## config.mk

```make
export PLATFORM = sky130hd
export DESIGN_NAME = border_gen_shrink_flat
export DESIGN_NICKNAME = d
export VERILOG_FILES = /design/src/rtl/border_gen_shrink_if.sv /design/src/rtl/border_gen_shrink.sv /design/src/flat_wrapper.sv
export SDC_FILE = /design/constraint.sdc
export NUM_CORES = 1
export LEC_CHECK = 0
export ABC_AREA = 1
export CORE_MARGIN = 5
export CORE_UTILIZATION = 44
export CTS_CLUSTER_DIAMETER = 150
export DETAILED_ROUTE_END_ITERATION = 6
export GPL_TIMING_DRIVEN = 0
export PLACE_DENSITY = 0.74
export RECOVER_POWER = 100
export SETUP_SLACK_MARGIN = 0.02
export SYNTH_ARGS = -nofsm -noshare
export SYNTH_HDL_FRONTEND = slang
export SYNTH_SLANG_ARGS = --single-unit
```

## constraint.sdc

```tcl
create_clock -name clk -period 1.5 [get_ports clk]
set_clock_uncertainty 0.1 [all_clocks]
set_input_delay 0.3 -clock clk [delete_from_list [all_inputs] [get_ports clk]]
set_output_delay 0.3 -clock clk [all_outputs]
set_load 0.02 [all_outputs]
```

## src/rtl/border_gen_shrink_if.sv

```systemverilog
// border_gen_shrink_if: groups the coordinate query, arena control and
// arena status signals of border_gen_shrink into one bundle.
//   master: drives x, y, mode, tick and clear, and observes the status outputs.
//   slave : the border generator itself.
//   x, y     cell coordinate to test
//   mode     0 = static border, 1 = shrinking arena
//   tick     single-cycle game-step pulse
//   clear    synchronous restart of inset and tick count
//   isBorder registered wall flag for the previous coordinate
//   inset    current shrink level
//   warn     shrink imminent
//   at_max   inset has reached its maximum
interface border_gen_shrink_if #(
    parameter int XW = 4,
    parameter int YW = 4,
    parameter int IW = 3
);
    logic [XW-1:0] x;
    logic [YW-1:0] y;
    logic          mode;
    logic          tick;
    logic          clear;
    logic          isBorder;
    logic [IW-1:0] inset;
    logic          warn;
    logic          at_max;

    modport master (
        output x, y, mode, tick, clear,
        input  isBorder, inset, warn, at_max
    );

    modport slave (
        input  x, y, mode, tick, clear,
        output isBorder, inset, warn, at_max
    );
endinterface

```

## src/rtl/border_gen_shrink.sv

```systemverilog
// border_gen_shrink: registered playfield wall generator with a shrinking
// arena. Answers "is (x, y) a wall?" one cycle after the coordinate is
// presented. In mode 1 the wall moves inward by one cell every
// SHRINK_PERIOD ticks, up to MAX_INSET, with warn raised for the last
// WARN_TICKS ticks before each step.
//   clk   rising-edge system clock
//   nRst  asynchronous active-low reset
//   bus   border_gen_shrink_if slave (x, y, mode, tick, clear in;
//         isBorder, inset, warn, at_max out)
module border_gen_shrink #(
    parameter int GRID_W        = 16,
    parameter int GRID_H        = 12,
    parameter int XW            = 4,
    parameter int YW            = 4,
    parameter int MAX_INSET     = 4,
    parameter int SHRINK_PERIOD = 8,
    parameter int WARN_TICKS    = 2
) (
    input  logic                clk,
    input  logic                nRst,
    border_gen_shrink_if.slave  bus
);
    localparam int IW = $clog2(MAX_INSET + 1);
    localparam int CW = $clog2(SHRINK_PERIOD);
    // One spare bit so GRID-1-k and the range compares never wrap.
    localparam int AW = ((XW > YW) ? XW : YW) + 1;

    typedef enum logic [1:0] {
        S_STATIC = 2'd0,
        S_COUNT  = 2'd1,
        S_WARN   = 2'd2,
        S_DONE   = 2'd3
    } state_t;

    state_t        state_q, state_d;
    logic [CW-1:0] cnt_q, cnt_d;
    logic [IW-1:0] inset_q, inset_d;
    logic          border_q, border_d;
    logic          at_max_q;

    logic [AW-1:0] x_e, y_e, k_e, x_lim, y_lim;

    assign at_max_q = (inset_q == IW'(MAX_INSET));

    // Wall test against the inset held before the edge.
    always_comb begin
        x_e      = AW'(bus.x);
        y_e      = AW'(bus.y);
        k_e      = AW'(inset_q);
        x_lim    = AW'(GRID_W - 1) - k_e;
        y_lim    = AW'(GRID_H - 1) - k_e;
        border_d = (x_e >= AW'(GRID_W)) || (y_e >= AW'(GRID_H)) ||
                   (x_e <= k_e) || (x_e >= x_lim) ||
                   (y_e <= k_e) || (y_e >= y_lim);
    end

    // Tick counter and inset; clear outranks tick.
    always_comb begin
        cnt_d   = cnt_q;
        inset_d = inset_q;
        if (bus.clear) begin
            cnt_d   = '0;
            inset_d = '0;
        end else if (at_max_q) begin
            cnt_d = '0;
        end else if (bus.mode && bus.tick) begin
            if (cnt_q == CW'(SHRINK_PERIOD - 1)) begin
                cnt_d   = '0;
                inset_d = inset_q + 1'b1;
            end else begin
                cnt_d = cnt_q + 1'b1;
            end
        end
    end

    // State tracks the post-edge counters so warn is a pure register decode.
    always_comb begin
        state_d = S_STATIC;
        if (inset_d == IW'(MAX_INSET)) begin
            state_d = S_DONE;
        end else if (!bus.mode) begin
            state_d = S_STATIC;
        end else if (cnt_d >= CW'(SHRINK_PERIOD - WARN_TICKS)) begin
            state_d = S_WARN;
        end else begin
            state_d = S_COUNT;
        end
    end

    // Reset lands in STATIC; COUNT would be indistinguishable here since
    // tick_cnt=0 keeps warn low, and the next edge selects by mode.
    always_ff @(posedge clk or negedge nRst) begin
        if (!nRst) begin
            state_q  <= S_STATIC;
            cnt_q    <= '0;
            inset_q  <= '0;
            border_q <= 1'b0;
        end else begin
            state_q  <= state_d;
            cnt_q    <= cnt_d;
            inset_q  <= inset_d;
            border_q <= border_d;
        end
    end

    assign bus.isBorder = border_q;
    assign bus.inset    = inset_q;
    assign bus.warn     = (state_q == S_WARN);
    assign bus.at_max   = at_max_q;
endmodule

```

## src/flat_wrapper.sv

```systemverilog
// flat-port wrapper written by rule: the top's interface ports become plain ports
module border_gen_shrink_flat 
#(
    parameter int GRID_W        = 16,
    parameter int GRID_H        = 12,
    parameter int XW            = 4,
    parameter int YW            = 4,
    parameter int MAX_INSET     = 4,
    parameter int SHRINK_PERIOD = 8,
    parameter int WARN_TICKS    = 2
)
  (clk, nRst, bus_x, bus_y, bus_mode, bus_tick, bus_clear, bus_isBorder, bus_inset, bus_warn, bus_at_max);
  border_gen_shrink_if #(.XW(XW), .YW(YW), .IW(3)) bus_i ();
  input  logic clk;
  input  logic nRst;
  input wire logic [$bits(bus_i.x)-1:0] bus_x;
  input wire logic [$bits(bus_i.y)-1:0] bus_y;
  input wire logic [$bits(bus_i.mode)-1:0] bus_mode;
  input wire logic [$bits(bus_i.tick)-1:0] bus_tick;
  input wire logic [$bits(bus_i.clear)-1:0] bus_clear;
  output wire logic [$bits(bus_i.isBorder)-1:0] bus_isBorder;
  output wire logic [$bits(bus_i.inset)-1:0] bus_inset;
  output wire logic [$bits(bus_i.warn)-1:0] bus_warn;
  output wire logic [$bits(bus_i.at_max)-1:0] bus_at_max;
  assign bus_i.x = bus_x;
  assign bus_i.y = bus_y;
  assign bus_i.mode = bus_mode;
  assign bus_i.tick = bus_tick;
  assign bus_i.clear = bus_clear;
  assign bus_isBorder = bus_i.isBorder;
  assign bus_inset = bus_i.inset;
  assign bus_warn = bus_i.warn;
  assign bus_at_max = bus_i.at_max;
  border_gen_shrink #(.GRID_W(GRID_W), .GRID_H(GRID_H), .XW(XW), .YW(YW), .MAX_INSET(MAX_INSET), .SHRINK_PERIOD(SHRINK_PERIOD), .WARN_TICKS(WARN_TICKS)) u_core (.clk(clk), .nRst(nRst), .bus(bus_i));
endmodule
```

==> results.md <==
Flow run:
- Across the run, the number of max-cap violations was 0.

Timing:
- Adding up every negative setup slack in the final design gives -131 ps.
- The max-slew violation count was 0.
- Hold timing on the final database bottoms out at a slack of 303 ps.
- For the pin with the worst max-slew slack, the measured transition is 389 ps.
- The number of endpoints failing setup at the final stage is 2.
- The highest achievable clock rate is 626 MHz.
- In the finished design, the share of the clock period the worst path needs comes to 1.07.
- For the finished layout, the period the worst path requires is 1600 ps.
- The number of failing hold endpoints at the final stage is 0.
- After layout, the worst setup slack is -98.3 ps.
- Measured against its own limit, the worst slew margin works out to 0.740.
- Setup repair after global routing could not meet its margin everywhere.

Outcome:
- The run finished, with violations left.
- The final reports fail on setup timing.

Drt:
- The detailed router finished its first iteration with 10 violations.
- After detailed routing, the number of remaining DRC violations is 0.
- The count of nets left with antenna violations once routing finished came out at 0.
- The routed wire length is 1.95 mm.
- The routed wirelength normalized by instance count is 10.9 microns.
- Dividing the detail-routed via count by the number of cells gives 4.61.
- The detailed router placed 825 vias in this run.
- The number of detailed-route iterations in the first pass is 4.

Yosys:
- The per-instance average area after synthesis is 7.25 sq um.
- The distinct cell type count of the synthesized netlist is 18.
- The yosys synthesis warning count is 0.
- For this run, asynchronously set or reset flops after synthesis account for 1.00.
- The sequential cell area fraction in the yosys report is 0.261.
- By area the synthesized netlist is led by sky130_fd_sc_hd__dfrtp_1, sky130_fd_sc_hd__ha_1, sky130_fd_sc_hd__inv_1.
- In the synthesized netlist the dominant register cell turns out to be sky130_fd_sc_hd__dfrtp_1.
- sky130_fd_sc_hd__dfrtp_1 takes more of the synthesized area than any other cell.
- The count of flip-flops with a built-in enable after synthesis is 0.
- In this run, synthesis produced a sequential element count of 9.
- In the synthesized netlist, the cells that appear most often are sky130_fd_sc_hd__inv_1, sky130_fd_sc_hd__nand2_1, sky130_fd_sc_hd__ha_1.
- The share of Yosys cell area claimed by the top area cell type is 0.261.
- The post-synth net total is 149.
- After technology mapping, the gate count stands at 119.
- Yosys instantiated no cell more often than sky130_fd_sc_hd__inv_1.
- In this run the cell area of the synthesized design comes to 863 sq um.

Clock tree:
- After clock tree synthesis, the clock-pin slew on the worst setup and hold paths is 60 ps.
- The clock passes through at most 2 buffers.
- The level count of the clock H-tree is 1.
- The later pin in the worst-skew pair is clocked with a latency of 250 ps.
- In this run, CTS created clock tree buffers numbering 3.
- The TritonCTS clock tree is built.
- The hold-fix buffer count after cts is 0.
- The cell sitting at the root of the clock tree is a sky130_fd_sc_hd__clkbuf_4.
- The number of clock sinks is 9.

Global routing:
- met2 is the most crowded layer.
- The global-route met1 utilization is 0.156.
- The global router's overall resource usage is 0.145.
- The number of antenna violations at the first check in global routing is 0.
- For met2 alone, demand over resource in global routing was 0.287.
- For this run, global-route usage on met3 was measured as 0.0163.
- Entering global routing, the biggest net connects 10 pins.
- The via count of the first global-routing pass is 819.
- The overall overflow remaining after global route is 0.
- The first global-routing pass estimated 3.15 mm of wire.

Power and ir drop:
- In this run the power spent charging and discharging nets is 158 uW.
- The power density relative to cell area is 459 nW/um^2.
- The power share of the sequential group is 0.450.
- Internal power comes to 423 uW.
- The part of the power in the clock network is 0.311.
- The total power draw is 581 uW.
- The switching share of total power is 0.271.
- The leakage power figure is 0.000679 uW.
- The worst-case IR drop observed on VDD is 0.424 mV.
- The portion of total power attributed to combinational logic is 0.239.

Cells and area:
- The number of antenna diodes in the final layout is 0.
- The number of cells in the finished layout apart from fillers is 179.
- The number of filler cells placed in the layout is 180.
- The relative area change from synthesis to final layout is 46.8%.
- In the final layout, the share of cells above drive strength 1 is 0.296.
- After the last flow step, the layout net total stands at 183.

Setup path:
- In this run the critical register-to-register path is captured at u_core.bus.isBorder.
- For flop-to-flop paths, the worst setup slack is 0 ps.
- The endpoint kind of the worst setup timing path is an output pin.
- The maximum fanout count along the critical path is 6.
- Data on the critical path is required at its endpoint by 1100 ps.
- The data arrival time of the critical path is 1200 ps.
- The category of the worst setup path launch point is a flip-flop.
- The launching element of the worst setup path is u_core.bus.inset[1].
- The category of the critical setup timing path is flip-flop to output pin.
- The number of cells on the worst reg-to-reg path is 9.
- The startpoint identified for the worst register-to-register timing path is u_core.bus.inset[1].

Floorplan:
- The die is 54.3 microns wide.
- The I/O pin count is 19.
- The die covers 2950 sq um.
- The number of cell rows is 16.
- The die height is 54.3 microns.
- The starting density of the core is 0.449.
- The core region is 1920 sq um.

Placed design:
- The count of buffers added on input and output ports is 18.
- The count of placed standard cells including taps is 164.
- The post-DP HPWL is 1.49 mm.
- The final RePlAce weighted congestion is 0.842.

Hold path:
- The worst min-delay path category is input pin to async pin.
-- worst max-delay path by stage --
stage / to / slack (ps) / cells after the start
after detailed placement: bus_at_max / -460 / 5
after global routing: bus_at_max / -170 / 5
after CTS: bus_at_max / -220 / 5
after floorplan: u_core.bus.isBorder / 30 / 9
after global placement: bus_at_max / -440 / 5
final: bus_at_max / -100 / 5
-- power by group through the flow --
stage	Clock, uW	Sequential, uW	Combinational, uW
5_1_grt	204	262	158
3_5_place_dp	0	263	129
2_1_floorplan	0	266	63.2
4_1_cts	184	261	135
6_report	181	262	139
3_3_place_gp	0	262	126
-- timing repair --
action                                  in CTS  in global routing
gates resized for setup                     25                 14
setup buffers                                5                  6
gates cloned                                 0                  0
endpoints found under the setup margin       9                  6
pin swaps                                   10                  5
-- critical path: stages, from the launching register on --
cell and delay, ps:
sky130_fd_sc_hd__dfrtp_2 450, sky130_fd_sc_hd__inv_4 90, sky130_fd_sc_hd__ha_4 150, sky130_fd_sc_hd__nand2_4 70, sky130_fd_sc_hd__inv_2 70, sky130_fd_sc_hd__buf_6 110
-- flip-flops by register name (all words and copies together) (netlist names) --
name                 count
u_core.bus.inset         3
u_core.state_q           2
u_core.cnt_q             3
u_core.bus.isBorder      1
-- metal layers --
| layer | wire length (microns) | part of all wire |
|---|---|---|
| met5 | 0 | 0 |
| met1 | 757 | 0.39 |
| met2 | 1100 | 0.56 |
| met3 | 71 | 0.036 |
| met4 | 25 | 0.013 |
-- layout by cell type, fill, tap and decap left out, types with 2 or more instances in the layout --
cell type                         instances
sky130_fd_sc_hd__inv_2                    2
sky130_fd_sc_hd__nor2_4                   2
sky130_fd_sc_hd__ha_1                    12
sky130_fd_sc_hd__buf_4                   12
sky130_fd_sc_hd__clkdlybuf4s50_1         10
sky130_fd_sc_hd__dlygate4sd2_1            3
sky130_fd_sc_hd__inv_1                   22
sky130_fd_sc_hd__nand2_1                 26
sky130_fd_sc_hd__nand3_2                  4
sky130_fd_sc_hd__nand4_1                  2
sky130_fd_sc_hd__dfrtp_2                  3
sky130_fd_sc_hd__nor2_1                   9
sky130_fd_sc_hd__dfrtp_1                  6
sky130_fd_sc_hd__ha_4                     5
sky130_fd_sc_hd__o21ai_1                  3
sky130_fd_sc_hd__nor2_2                   4
sky130_fd_sc_hd__o21ai_0                  2
sky130_fd_sc_hd__nand2_2                  2
sky130_fd_sc_hd__nand3_1                  6
sky130_fd_sc_hd__clkbuf_4                 3
sky130_fd_sc_hd__inv_4                    3
-- metrics by stage --
stage               utilization  setup slack (ps)  instance area [sq um]
finish                    0.660             -98.3                   1270
global route              0.660              -168                   1270
CTS                       0.623              -223                   1200
detailed placement        0.569              -459                   1090
global placement          0.569              -442                   1090
floorplan                     -              30.2                    880
-- final cells by class --
type                            count  area [sq um]  share of cell area
Multi-Input combinational cell     83           622               0.491
Clock buffer                        4          26.3              0.0207
Inverter                           27           109              0.0859
Tap cell                           27          33.8              0.0267
Sequential cell                     9           229               0.181
Timing Repair Buffer               29           248               0.195
-- cell families (layout without fill, tap and decap cells) --
kind of cell,Yosys count,in the layout,share of synthesized area
simple gates,58,58,0.319
flops,9,9,0.261
buf+inv,27,60,0.117
compound gates,8,8,0.0565
fa+ha+maj,17,17,0.246
No activity file was read; power rests on OpenSTA's default activity.
